==> src/rtl/dmem_arb_pkg.sv <==
// dmem_arb_pkg: shared types, funct3 codes and access legality check for dmem_arbiter
package dmem_arb_pkg;
  typedef enum logic [1:0] {IDLE, ACCESS, RESP} state_e;
  typedef enum logic {OWN_C, OWN_D} owner_e;
  localparam logic [2:0] F3_B  = 3'b000;
  localparam logic [2:0] F3_H  = 3'b001;
  localparam logic [2:0] F3_W  = 3'b010;
  localparam logic [2:0] F3_BU = 3'b100;
  localparam logic [2:0] F3_HU = 3'b101;
  function automatic logic access_ok(input logic we, input logic [2:0] funct3, input logic [1:0] a);
    return (we ? (funct3 == F3_B || funct3 == F3_H || funct3 == F3_W)
               : (funct3 == F3_B || funct3 == F3_H || funct3 == F3_W || funct3 == F3_BU || funct3 == F3_HU))
        && ((funct3 == F3_H || funct3 == F3_HU) ? !a[0] : funct3 == F3_W ? a == 2'b00 : 1'b1);
  endfunction
endpackage

==> src/rtl/rr_arb2.sv <==
// rr_arb2: two-requester round-robin arbiter, last grant updated on accept
module rr_arb2
  import dmem_arb_pkg::*;
(
  input  logic   clk,
  input  logic   rst_n,
  input  logic   req_c,
  input  logic   req_d,
  input  logic   accept,
  output owner_e grant
);
  owner_e last_q, last_d;
  always_comb begin
    grant = (req_c && req_d) ? (last_q == OWN_C ? OWN_D : OWN_C) : req_d ? OWN_D : OWN_C;
    last_d = accept ? grant : last_q;
  end
  always_ff @(posedge clk or negedge rst_n) begin
    if (!rst_n) last_q <= OWN_D;
    else last_q <= last_d;
  end
endmodule

==> src/rtl/dmem_arbiter.sv <==
// dmem_arbiter: round-robin sharing of a single-port data memory between core (C) and DMA (D) ports
module dmem_arbiter
  import dmem_arb_pkg::*;
#(
  parameter int ADDR_W = 32,
  parameter int DATA_W = 32
) (
  input  logic              clk,
  input  logic              rst_n,
  input  logic              c_req_valid,
  output logic              c_req_ready,
  input  logic              c_req_we,
  input  logic [2:0]        c_req_funct3,
  input  logic [ADDR_W-1:0] c_req_addr,
  input  logic [DATA_W-1:0] c_req_wdata,
  output logic              c_rsp_valid,
  output logic [DATA_W-1:0] c_rsp_rdata,
  output logic              c_rsp_err,
  input  logic              d_req_valid,
  output logic              d_req_ready,
  input  logic              d_req_we,
  input  logic [2:0]        d_req_funct3,
  input  logic [ADDR_W-1:0] d_req_addr,
  input  logic [DATA_W-1:0] d_req_wdata,
  output logic              d_rsp_valid,
  output logic [DATA_W-1:0] d_rsp_rdata,
  output logic              d_rsp_err,
  output logic              mem_read,
  output logic              mem_write,
  output logic [2:0]        mem_funct3,
  output logic [ADDR_W-1:0] mem_addr,
  output logic [DATA_W-1:0] mem_wdata,
  input  logic [DATA_W-1:0] mem_rdata
);
  state_e state_q, state_d;
  owner_e owner_q, owner_d, grant;
  logic we_q, we_d, err_q, err_d;
  logic [2:0] f3_q, f3_d;
  logic [ADDR_W-1:0] addr_q, addr_d;
  logic [DATA_W-1:0] wdata_q, wdata_d, rdata_q, rdata_d;
  logic c_rsp_q, c_rsp_d, d_rsp_q, d_rsp_d, rsp_err_q, rsp_err_d;
  logic open, accept, act, sel_we;
  logic [2:0] sel_f3;
  logic [ADDR_W-1:0] sel_addr;
  logic [DATA_W-1:0] sel_wdata;
  rr_arb2 u_arb (
    .clk    (clk),
    .rst_n  (rst_n),
    .req_c  (c_req_valid),
    .req_d  (d_req_valid),
    .accept (accept),
    .grant  (grant)
  );
  always_comb begin
    open = state_q != ACCESS;
    act = state_q == ACCESS;
    c_req_ready = open && grant == OWN_C;
    d_req_ready = open && grant == OWN_D;
    accept = (c_req_valid && c_req_ready) || (d_req_valid && d_req_ready);
    sel_we = grant == OWN_D ? d_req_we : c_req_we;
    sel_f3 = grant == OWN_D ? d_req_funct3 : c_req_funct3;
    sel_addr = grant == OWN_D ? d_req_addr : c_req_addr;
    sel_wdata = grant == OWN_D ? d_req_wdata : c_req_wdata;
    owner_d = accept ? grant : owner_q;
    we_d = accept ? sel_we : we_q;
    f3_d = accept ? sel_f3 : f3_q;
    addr_d = accept ? sel_addr : addr_q;
    wdata_d = accept ? sel_wdata : wdata_q;
    err_d = accept ? !access_ok(sel_we, sel_f3, sel_addr[1:0]) : err_q;
    state_d = accept ? (err_d ? RESP : ACCESS) : act ? RESP : IDLE;
    rdata_d = (act && !we_q) ? mem_rdata : '0;
    c_rsp_d = state_d == RESP && owner_d == OWN_C;
    d_rsp_d = state_d == RESP && owner_d == OWN_D;
    rsp_err_d = state_d == RESP && err_d;
  end
  always_ff @(posedge clk or negedge rst_n) begin
    if (!rst_n) begin
      state_q <= IDLE;
      owner_q <= OWN_C;
      we_q <= 1'b0;
      err_q <= 1'b0;
      f3_q <= '0;
      addr_q <= '0;
      wdata_q <= '0;
      rdata_q <= '0;
      c_rsp_q <= 1'b0;
      d_rsp_q <= 1'b0;
      rsp_err_q <= 1'b0;
    end else begin
      state_q <= state_d;
      owner_q <= owner_d;
      we_q <= we_d;
      err_q <= err_d;
      f3_q <= f3_d;
      addr_q <= addr_d;
      wdata_q <= wdata_d;
      rdata_q <= rdata_d;
      c_rsp_q <= c_rsp_d;
      d_rsp_q <= d_rsp_d;
      rsp_err_q <= rsp_err_d;
    end
  end
  assign c_rsp_valid = c_rsp_q;
  assign d_rsp_valid = d_rsp_q;
  assign c_rsp_err = c_rsp_q && rsp_err_q;
  assign d_rsp_err = d_rsp_q && rsp_err_q;
  assign c_rsp_rdata = c_rsp_q ? rdata_q : '0;
  assign d_rsp_rdata = d_rsp_q ? rdata_q : '0;
  assign mem_read = act && !we_q;
  assign mem_write = act && we_q;
  assign mem_funct3 = act ? f3_q : '0;
  assign mem_addr = act ? addr_q : '0;
  assign mem_wdata = act ? wdata_q : '0;
endmodule

==> config.mk <==
export PLATFORM = sky130hd
export DESIGN_NAME = dmem_arbiter
export DESIGN_NICKNAME = d
export VERILOG_FILES = /design/src/rtl/dmem_arb_pkg.sv /design/src/rtl/rr_arb2.sv /design/src/rtl/dmem_arbiter.sv
export SDC_FILE = /design/constraint.sdc
export NUM_CORES = 1
export LEC_CHECK = 0
export ABC_AREA = 1
export ABC_CLOCK_PERIOD_IN_PS = 1600
export BUFFER_PORTS_ARGS = -buffer_cell sky130_fd_sc_hd__buf_2
export CAP_MARGIN = 0
export CORE_ASPECT_RATIO = 0.6
export CORE_MARGIN = 2
export CORE_UTILIZATION = 31
export DETAILED_ROUTE_END_ITERATION = 6
export SYNTH_ARGS = -nofsm -noshare
export SYNTH_HDL_FRONTEND = slang
export SYNTH_SLANG_ARGS = --single-unit
==> constraint.sdc <==
create_clock -name clk -period 1.6 [get_ports clk]
set_clock_uncertainty 0.15 [all_clocks]
set_input_delay 0.4 -clock clk [delete_from_list [all_inputs] [get_ports clk]]
set_output_delay 0.4 -clock clk [all_outputs]
set_load 0.005 [all_outputs]
==> impl_metrics.yaml <==
detailed_routing:
  avgRoutedWirePerCell_um: 16.3
  wl_met2_um: 9560
  highest_layer: "met4"
  drt-total-wl_um: 21600
  avgViaCountPerCell: 4.60
  wl_met1_um: 9870
  dr.pass1.iters: 4
  drt_iter0_markers: 383
  remaining_drc_errors: 0
  met3_wirelength_um: 2020
  vias: 6115
  ant_nets: 0
global_route:
  grt_start_max_net_pins: 81
  grt_pass1_wl_um: 31800
  grt.overflow.total: 0
  grt_usage: 0.223
  grt_pass1_vias: 5803
  antenna_found_initial: 0
floorplan:
  initial_core_util: 0.317
  fp.dieH_um: 107
  coreArea_um2: 17200
  die_x_um: 175
  row_count: 37
  die_area_um2: 18700
  io_pins: 311
clock_network:
  cts_made_buffers: 9
  clock_path_buffers: 2
  root_buffer: "clkbuf_16"
  cts_tree: "done"
  clk_latency_ns: 0.34
  clkTransAtPathRegs_ns: 0.08
  numClockSinks: 108
  ctsHtreeMaxLevel: 3
critical_path:
  reg2reg_slack_ns: -0.25
  cp_data_arrival_time_ns: 1.40
  worstRegToRegCells: 10
  cp-end-kind: "output port"
  startpoint_type: "register"
  required_ns: 1.05
  regToRegEndpoint: "addr_q[21]"
  path_max_fanout: 8
  path_class: "reg2out"
  cp-endpoint: "mem_addr[20]"
  r2r_start: "state_q[1]"
  crit_start: "state_q[1]"
logic_synthesis:
  syn_inst: 750
  syn_area_um2: 5440
  ys_types: 21
  ys_ff_latch: 108
  avgSynthCellArea_um2: 7.25
  syn_nets: 922
  yosysSeqAreaShare: 0.497
  yosysWarnings: 0
min_path:
  hp-class: "in2reg"
  hold_path_depth: 3
  hold_path.startpoint: "mem_rdata[9]"
finish:
  syn_to_final_growth_pct: 72.8
  design_area_um2: 9400
  nNetsFinal: 1262
  drive_gt1_frac: 0.522
sta:
  rsz0062_at_grt: "yes"
  slew_headroom: 0.674
  fin_tns_setup_ns: -49.25
  final-hold-violation-count: 0
  fin_crit_sh: 1.22
  clock.fmax_ghz: 0.512
  period_needed_ns: 1.95
  setup_ws_ns: -0.354
  setup_violations: 209
  finalMaxSlewViolations: 0
  worst_pin_slew_ns: 0.488
placed_design:
  io_buffers: 310
  dpl-instance-area_um2: 7400
  dp_hpwl_um: 12300
  place_congestion: 0.814
pwr:
  ir_drop_mv: 0.520
  p_leak_uw: 0.00597
  finalPower_uw: 8610
  power.density_nw_per_um2: 916
outcome:
  status: "finished, violations left"
  violations: "setup timing"
job:
  cap_violations: 0
## critical path: stages, from the launching register on
cell     delay [ns]
dfrtp_1        0.40
nor2_4         0.16
inv_6          0.08
buf_4          0.18
nor2_1         0.11
buf_2          0.13
## cell families (layout without fill, tap and decap cells)
logic type / count (synthesis) / count (layout) / share of synthesized area
flip-flops: 108 / 108 / 0.497
other: 0 / 1 / 0
AND/OR/NAND/NOR: 277 / 277 / 0.197
AO/OA/AOI/OAI: 135 / 135 / 0.141
buffers and inverters: 230 / 573 / 0.165
## Yosys cell counts
library cell | number | area (µm²)
o22ai_1 | 62 | 388
o21ai_2 | 3 | 26.3
inv_2 | 3 | 11.3
o21ai_0 | 49 | 245
dfstp_2 | 1 | 26.3
inv_1 | 179 | 672
dfrtp_1 | 107 | 2680
buf_1 | 5 | 18.8
buf_4 | 1 | 7.51
clkinv_2 | 1 | 5.00
clkbuf_1 | 21 | 78.8
buf_6 | 1 | 11.3
nand3_1 | 4 | 20.0
nand2_1 | 100 | 375
nand3_2 | 1 | 10.0
buf_2 | 19 | 95.1
nand2_2 | 3 | 18.8
nand3b_1 | 2 | 15.0
o21ai_1 | 21 | 105
nor2_2 | 2 | 12.5
nor2_1 | 165 | 619
## state kept, by name, indices dropped and copies added (netlist names)
signal	count
addr_q	32
rdata_q	32
wdata_q	32
f3_q	3
state_q	2
c_rsp_valid	1
d_rsp_valid	1
err_q	1
owner_q	1
rsp_err_q	1
u_arb.last_q	1
we_q	1
## cells in the final DEF (no fill, tap or decap), drive strengths merged
| cell | synthesis | layout |
|---|---|---|
| buf | 26 | 374 |
| bufbuf | 0 | 1 |
| clkbuf | 21 | 10 |
| clkinv | 1 | 2 |
| clkinvlp | 0 | 1 |
| dfrtp | 107 | 107 |
| dfstp | 1 | 1 |
| diode | 0 | 1 |
| dlygate4sd3 | 0 | 1 |
| inv | 182 | 184 |
| nand2 | 103 | 103 |
| nand3 | 5 | 5 |
| nand3b | 2 | 2 |
| nor2 | 167 | 167 |
| o21ai | 73 | 73 |
| o22ai | 62 | 62 |
## final cells by class
class / instances / area (µm²)
tap: 234 / 293
sequential: 108 / 2710
multi-input combinational: 412 / 2450
clock inverter: 4 / 33.8
clock buffer: 10 / 239
inverter: 183 / 702
antenna: 1 / 2.50
fill: 1559 / 7780
timing repair buffer: 376 / 2970
## report_power, final
part           internal [µW]  total [µW]  switching (µW)
combinational           1490        3150            1660
sequential              3120        3310             182
clock                   1100        2160            1060
total                   5710        8610            2900
## through the flow
stage	instances	worst slack, ns	util	hold WS, ns
global route	1327	-0.422	0.547	0.0970
global placement	1274	-0.0392	0.431	0.299
finish	1328	-0.354	0.547	0.105
CTS	1329	-0.337	0.527	0.0881
floorplan	750	0.0117	-	-0.0456
detailed placement	1274	-0.0978	0.431	0.306
## worst min path at each step
stage               slack (ns)     endpoint
finish                    0.11   rdata_q[9]
global route               0.1  rdata_q[30]
CTS                       0.09  rdata_q[27]
detailed placement        0.31   addr_q[22]
global placement          0.30   addr_q[22]
floorplan                -0.05    addr_q[0]
## layer usage
layer	vias to the layer above	global-route usage
met5	-	0
met4	0	0.0280
met2	292	0.339
met1	2861	0.330
met3	14	0.0521
li1	2948	-
## timing repair
item                       in CTS  in global routing
pin swaps                      44                  4
setup buffers                  18                  7
hold endpoints to repair      107                  0
setup endpoints to repair     204                209
gates cloned                   22                  0
gates resized for setup       192                140
hold buffers                    1                  0
(Power assumes the default switching activity.)
